## config.mk

```make
export PLATFORM = sky130hd
export DESIGN_NAME = i2c_bus_arbiter_mux
export DESIGN_NICKNAME = d
export VERILOG_FILES = /design/src/rtl/i2c_bus_arbiter_mux.sv
export SDC_FILE = /design/constraint.sdc
export NUM_CORES = 1
export LEC_CHECK = 0
export CAP_MARGIN = 20
export CORE_MARGIN = 10
export CORE_UTILIZATION = 33
export CTS_BUF_LIST = sky130_fd_sc_hd__clkbuf_8
export CTS_CLUSTER_DIAMETER = 30
export DETAILED_ROUTE_END_ITERATION = 7
export HOLD_SLACK_MARGIN = 0.1
export PLACE_DENSITY = 0.9
export RECOVER_POWER = 25
export SYNTH_ARGS = -nofsm -noshare
export SYNTH_HDL_FRONTEND = slang
export SYNTH_SLANG_ARGS = --single-unit
```

## constraint.sdc

```tcl
create_clock -name clk_i -period 2.8 [get_ports clk_i]
set_input_delay 0.56 -clock clk_i [delete_from_list [all_inputs] [get_ports clk_i]]
set_output_delay 0.56 -clock clk_i [all_outputs]
set_load 0.01 [all_outputs]
```

## src/rtl/i2c_bus_arbiter_mux.sv

```systemverilog
// N-master arbiter and command mux in front of one shared i2c_master; grants are locked per transaction.
// Optional idle-owner watchdog enabled by defining I2C_ARB_TIMEOUT_EN.
module i2c_bus_arbiter_mux #(
   parameter int N_MASTERS   = 4,
   parameter int DATA_W      = 8,
   parameter int RR_EN_MODE  = 1,
   parameter int TIMEOUT_CYC = 65535,
   localparam int IDW        = (N_MASTERS > 1) ? $clog2(N_MASTERS) : 1
) (
   input  logic                          clk_i,
   input  logic                          rst_ni,
   input  logic [N_MASTERS-1:0]          req_i,
   input  logic [N_MASTERS-1:0]          m_start_i,
   input  logic [N_MASTERS-1:0]          m_stop_i,
   input  logic [N_MASTERS-1:0]          m_write_i,
   input  logic [N_MASTERS*DATA_W-1:0]   m_data_i,
   output logic [N_MASTERS-1:0]          grant_o,
   output logic [IDW-1:0]                owner_id_o,
   output logic [N_MASTERS-1:0]          m_done_o,
   output logic [N_MASTERS-1:0]          m_ack_err_o,
   output logic                          bus_busy_o,
   input  logic                          i2c_done_i,
   input  logic                          i2c_busy_i,
   input  logic                          i2c_ack_err_i,
   output logic                          i2c_start_o,
   output logic                          i2c_stop_o,
   output logic                          i2c_write_o,
   output logic [DATA_W-1:0]             i2c_data_o,
   output logic                          timeout_err_o,
   output logic [1:0]                    state_o
);

   typedef enum logic [1:0] {
      ST_IDLE    = 2'd0,
      ST_GRANT   = 2'd1,
      ST_RELEASE = 2'd2
   } state_e;

   if (N_MASTERS < 2 || N_MASTERS > 8 || TIMEOUT_CYC < 1) begin : g_bad_params
      $error("i2c_bus_arbiter_mux: N_MASTERS must be 2..8 and TIMEOUT_CYC >= 1");
   end

   state_e                 state_q, state_d;
   logic [N_MASTERS-1:0]   grant_q, grant_d;
   logic [IDW-1:0]         owner_q, owner_d;
   logic [IDW-1:0]         rr_ptr_q, rr_ptr_d;
   logic [N_MASTERS-1:0]   eff_req;
   logic [2*N_MASTERS-1:0] rot_req;
   logic                   win_found;
   int                     win_pos;
   int                     win_idx;
   logic                   owner_req;
   logic                   owner_strobe;
   logic                   timeout_hit;

   assign owner_req    = |(grant_q & req_i);
   assign owner_strobe = |(grant_q & (m_start_i | m_stop_i | m_write_i));

`ifdef I2C_ARB_TIMEOUT_EN
   localparam int CW = $clog2(TIMEOUT_CYC + 1);
   logic [CW-1:0]        cnt_q, cnt_d;
   logic [N_MASTERS-1:0] mask_q, mask_d;
   logic                 to_q, to_d;

   assign eff_req       = req_i & ~mask_q;
   assign timeout_hit   = (state_q == ST_GRANT) && !owner_strobe && !i2c_busy_i &&
                          (cnt_q == CW'(TIMEOUT_CYC - 1));
   assign timeout_err_o = to_q;

   // A revoked master stays masked until it lets go of req at least once.
   always_comb begin
      cnt_d  = '0;
      mask_d = mask_q & req_i;
      to_d   = 1'b0;
      if (state_q == ST_GRANT && !owner_strobe && !i2c_busy_i) cnt_d = cnt_q + CW'(1);
      if (timeout_hit && owner_req) begin
         cnt_d  = '0;
         mask_d = mask_d | grant_q;
         to_d   = 1'b1;
      end
   end

   always_ff @(posedge clk_i or negedge rst_ni) begin
      if (!rst_ni) begin
         cnt_q  <= '0;
         mask_q <= '0;
         to_q   <= 1'b0;
      end else begin
         cnt_q  <= cnt_d;
         mask_q <= mask_d;
         to_q   <= to_d;
      end
   end
`else
   assign eff_req       = req_i;
   assign timeout_hit   = 1'b0;
   assign timeout_err_o = 1'b0;
`endif

   // Rotated view puts master (ptr+1) at bit 0 so round-robin reduces to a lowest-bit search.
   assign rot_req = {eff_req, eff_req} >> (int'(rr_ptr_q) + 1);

   always_comb begin
      win_found = 1'b0;
      win_pos   = 0;
      win_idx   = 0;
      for (int i = N_MASTERS - 1; i >= 0; i--) begin
         if (RR_EN_MODE != 0) begin
            if (rot_req[i]) begin
               win_found = 1'b1;
               win_pos   = i;
            end
         end else if (eff_req[i]) begin
            win_found = 1'b1;
            win_pos   = i;
         end
      end
      if (RR_EN_MODE != 0) begin
         win_idx = int'(rr_ptr_q) + 1 + win_pos;
         if (win_idx >= N_MASTERS) win_idx = win_idx - N_MASTERS;
      end else begin
         win_idx = win_pos;
      end
   end

   always_comb begin
      state_d  = state_q;
      grant_d  = grant_q;
      owner_d  = owner_q;
      rr_ptr_d = rr_ptr_q;
      case (state_q)
         ST_IDLE: begin
            if (win_found && !i2c_busy_i) begin
               state_d = ST_GRANT;
               grant_d = N_MASTERS'(1) << win_idx;
               owner_d = IDW'(win_idx);
            end
         end
         ST_GRANT: begin
            // Owner release waits for i2c_busy to fall so a byte in flight is never cut.
            if ((!owner_req && !i2c_busy_i) || timeout_hit) begin
               state_d  = ST_RELEASE;
               grant_d  = '0;
               owner_d  = '0;
               rr_ptr_d = owner_q;
            end
         end
         ST_RELEASE: state_d = ST_IDLE;
         default:    state_d = ST_IDLE;
      endcase
   end

   always_ff @(posedge clk_i or negedge rst_ni) begin
      if (!rst_ni) begin
         state_q  <= ST_IDLE;
         grant_q  <= '0;
         owner_q  <= '0;
         rr_ptr_q <= IDW'(N_MASTERS - 1);
      end else begin
         state_q  <= state_d;
         grant_q  <= grant_d;
         owner_q  <= owner_d;
         rr_ptr_q <= rr_ptr_d;
      end
   end

   always_comb begin
      i2c_data_o = '0;
      for (int k = 0; k < N_MASTERS; k++) begin
         if (grant_q[k]) i2c_data_o = m_data_i[k*DATA_W +: DATA_W];
      end
   end

   assign i2c_start_o = |(grant_q & m_start_i);
   assign i2c_stop_o  = |(grant_q & m_stop_i);
   assign i2c_write_o = |(grant_q & m_write_i);
   assign m_done_o    = grant_q & {N_MASTERS{i2c_done_i}};
   assign m_ack_err_o = grant_q & {N_MASTERS{i2c_ack_err_i}};
   assign grant_o     = grant_q;
   assign owner_id_o  = owner_q;
   assign bus_busy_o  = (state_q != ST_IDLE) | i2c_busy_i;
   assign state_o     = state_q;

endmodule

```

Word level (Yosys, flattened, before mapping). Cells that the tools add are included. Widths: inputs -> output; s select.

$lt $le $gt $ge: 1. Multiplexer cells: 22. Bitwise operators: 7. Shifts and indexed selects: 2. Reductions and logical operators: 14. Equal/unequal tests: 3. Add/sub/neg operators: 3.

Operators with widths (count): $mux 32 (3); $add 4x32->32 (1); $ge 32x4->1 const B (1); $mux 8 (4); $shl 1x32->4 const A (1); $shr 8x32->4 (1); $sub 32x4->32 const B (1); $and 4x4->4 (6); $reduce_or 4->1 (4); $mux 2 (6); $mux 4 (2); $pmux 2 s2 (2); $pmux 4 s2 (1); $mux 1 (4); $ne 2x2->1 const B (2); $reduce_and 2->1 (2); $reduce_bool 2->1 (2); $add 2x1->3 const B (1); $reduce_and 3->1 (1); $eq 2x1->1 const B (1); $logic_and 1x1->1 (2); $logic_not 1->1 (2); $logic_not 2->1 (1); $or 1x1->1 (1).

Input port bits: 53. Register bits: 10.

Depth between registers and ports, before layout.
Word-level depth: 12. Depth in mapped cells: 9. Depth with buffers taken out: 9.

Worst setup path before layout. OpenSTA, ideal clock, no wires.

Path kind: input to register. Start point: input port req_i[1]. End point: register grant_q[2], in the netlist grant_o[2]. Setup time: 122 ps. Data required time: 2678 ps. Slack: 636 ps. Data arrival time: 2043 ps. Cell stages on the path: 9. Path through: inv_1 o21ai_0 a21oi_1 o31a_1 ha_1 fa_1 nand2_1 nor2_2 a32o_1.

Cells in the longest elaborated chain, start to end: 11. Elaborated cells between the ends (all ways): 24.

Ends and longest elaborated chain: start, declared (RTL line 12) `input logic [N_MASTERS-1:0] req_i,`; $shr 8x32->4 (RTL line 101) `assign rot_req = {eff_req, eff_req} >> (int'(rr_ptr_q) + 1);`; $mux 2 (2 in series) (RTL line 109) `if (rot_req[i]) begin`; $mux 32 (2 in series) (RTL line 109); $add 4x32->32 (RTL line 119) `win_idx = int'(rr_ptr_q) + 1 + win_pos;`; $sub 32x4->32 or $ge 32x4->1 (tied branches) (RTL line 120) `if (win_idx >= N_MASTERS) win_idx = win_idx - N_MASTERS;`; $mux 32 (RTL line 120); $shl 1x32->4 (RTL line 135) `grant_d = N_MASTERS'(1) << win_idx;`; $mux 4 (RTL line 133) `if (win_found && !i2c_busy_i) begin`; $pmux 4 s2 (RTL line 131) `case (state_q)`; end signal, assigned (RTL line 161) `grant_q <= grant_d;`; end, declared (RTL line 44) `logic [N_MASTERS-1:0] grant_q, grant_d;`.

Several ways; a longest one is shown, not always the timed one. The select of a mux whose other input is x is not followed. A chain may end at the register's enable or synchronous reset.

Worst setup path in the final report.
Start point: register grant_q[1], in the netlist grant_o[1]. End point: output port i2c_data_o[3].

Cells in the longest elaborated chain, start to end: 3.

Ends and longest elaborated chain: $mux 8 (3 in series) (RTL line 170) `if (grant_q[k]) i2c_data_o = m_data_i[k*DATA_W +: DATA_W];`; end, declared (RTL line 28) `output logic [DATA_W-1:0] i2c_data_o,`.

No other way between the ends.

==> results_dict.tcl <==
set metrics [dict create \
    cts_sinks 10 \
    clk_pin_slew_worst_paths_ps 50 \
    netlist_area_um2 985.9 \
    setup_viol 0 \
    critical_path_class "flip-flop to output pin" \
    max_freq_ghz 0.3823 \
    routabilityCongestion 0.7768 \
    synth_edf_count 0 \
    slew_headroom_pct 56.23 \
    layout_worst_path_cycle_share_pct 93.42 \
    fp.dieH_um 74.66 \
    antenna_found_initial 0 \
    use_met2_pct 24.11 \
    fillerInstances 240 \
    syn-num-nets 186 \
    power_leakage_nw 0.7520 \
    boundaryPins 82 \
    coreArea_mm2 0.002805 \
    crit_path_max_fanout 7 \
    cts_inserted_buffers 3 \
    rsz0062_at_grt "no" \
    final_nets 264 \
    antennaDiodeCount 0 \
    final_common_cell "clkdlybuf4s50_1" \
    grt.busiest_layer "met2" \
    drt_iter0_drc 45 \
    grt_max_degree 25 \
    start_util_pct 35.15 \
    hold_class "flip-flop to flip-flop" \
    outcome "completed" \
    fin_tns_setup_ps 0 \
    cts.path.max_buffers 2 \
    first_pass_iters 7 \
    avgViaCountPerCell 5.249 \
    critPathLaunchType "flip-flop" \
    drv_slew 0 \
    drive_gt1_share_pct 6.311 \
    syn2layout_area_growth_pct 87.18 \
    cap_violations 0 \
    final_cell_mix "clkdlybuf4s50_1 (77), nand2_1 (22), o21ai_0 (19), and2_1 (8), dfrtp_1 (8)" \
    min_period_ps 2616 \
    hold_viol 0 \
    post_cts_buffers 0 \
    cts_tree "built" \
    cts.htree.levels 1 \
    pre_cts_slack_ps 24.49 \
    ys.flop_type "dfrtp_1" \
    fp-row-count 19 \
    hold_buffers 0 \
    cp.arrival_ps 2060 \
    crit_required_ps 2240 \
    cp-end-kind "output pin" \
    cts_resized 0 \
    track_usage_pct 13.52 \
    clock_skew_ps 1.042 \
    clockRootBuffer "clkbuf_8" \
    postSynthCellCount 129 \
    synthDistinctLibCells 37 \
    cellPowerDensity_mw_per_mm2 879.1 \
    irDropWorstVdd_v 0.0005832 \
    grtUsageMet3_pct 4.205 \
    grt_pass1_wl_um 5954 \
    fin_ws_ps 184.2 \
    grt_overflow 0 \
    ys_async_sr_fraction_pct 100.0 \
    vias 1244 \
    yosys_warnings 0 \
    worst_pin_slew_ps 656.5 \
    die_x_um 74.66 \
    clock_latency_ps 230 \
    dp.final_hpwl_um 3296 \
    drc 0 \
    grt_pass1_vias 1198 \
    avgSynthCellArea_um2 7.643 \
    seq_area_frac_synth_pct 25.63 \
    routed_wire_length_per_instance_um 16.67 \
    ys_seq_elements 10 \
    die-area_mm2 0.005574 \
    routed_wl_um 3950 \
    whs_ps 504.5 \
    port_buffers 80 \
    final_antenna_net_count 0 \
    use_met1_pct 14.80 \
]
## worst max-delay path: stages, from the launching register on
cell	delay [ps]
dfrtp_1	370
nor2b_1	420
a221o_1	240
o21ai_0	80
o21ai_0	150
clkdlybuf4s50_1	560
## layer usage
layer,part of all wire [%],wire length [um]
met1,40,1566
met2,50,1992
met3,8.7,342
met4,1.2,48
met5,0,0
## report_power, final
group          total [W]  leakage, nW  internal, W  switching, W
registers       0.000323        0.126     0.000210      0.000113
clock network   0.000176       0.0288     0.000123     0.0000526
logic            0.00112        0.597     0.000633      0.000491
## synth_stat cells, drive strengths merged, types with 2 or more instances
master  count  area share [%]
dfstp       2             5.3
a22oi       6             4.6
a221o       7             7.1
ha          3             3.8
nor2b       3             1.9
nand2      22             8.4
o21ai      19             9.6
buf         4             3.6
nand3       2             1.5
nor2        6             2.5
a21oi       7             3.6
inv         5             1.9
dfrtp       8              20
and2        8             5.1
clkbuf      6             2.3
a32o        4             4.1
a21o        2             1.5
## worst paths after layout
check	start	end	slack, ps	depth (start not counted)
max	grant_o[1]	i2c_data_o[3]	180	5
min	owner_id_o[1]	rr_ptr_q[1]	500	2
max reg2reg	rr_ptr_q[1]	grant_o[2]	490	8
min reg2reg	owner_id_o[1]	rr_ptr_q[1]	500	2
max in group asynchronous	rst_ni	rr_ptr_q[0]	1760	1
min in group asynchronous	rst_ni	owner_id_o[1]	710	1
## stage by stage
stage | power [W] | utilization [%] | cells | area, um2
CTS | 0.001652 | 65.79 | 237 | 1846
finish | 0.001622 | 65.79 | 237 | 1846
global placement | 0.001453 | 63.83 | 233 | 1790
detailed placement | 0.001466 | 63.83 | 233 | 1790
floorplan | 0.0009097 | - | 129 | 985.9
global route | 0.001760 | 65.79 | 237 | 1846
## sequential cells by signal (all words and copies together), names as in the netlist
register / count
grant_o: 4
owner_id_o: 2
rr_ptr_q: 2
state_o: 2
## logic make-up (layout without fill, tap and decap cells)
group	after synthesis	count (layout)	share of synthesized area, %
multiplexers	1	1	1.522
other	1	1	0.3803
buffers and inverters	15	92	7.740
flip-flops	10	10	25.63
AO/OA/AOI/OAI	52	52	36.30
AND/OR/NAND/NOR	46	46	22.59
adder cells (fa/ha/maj)	4	4	5.838
## cell type report
cell class | count | area (um2) | area share [%]
repair buffers | 83 | 823.3 | 44.61
multi-input cells | 104 | 656.9 | 35.59
flip-flops and latches | 10 | 252.7 | 13.69
clock buffers | 4 | 55.05 | 2.983
well taps | 31 | 38.79 | 2.102
inverters | 5 | 18.77 | 1.017
Power figures use the tool's default switching activity.
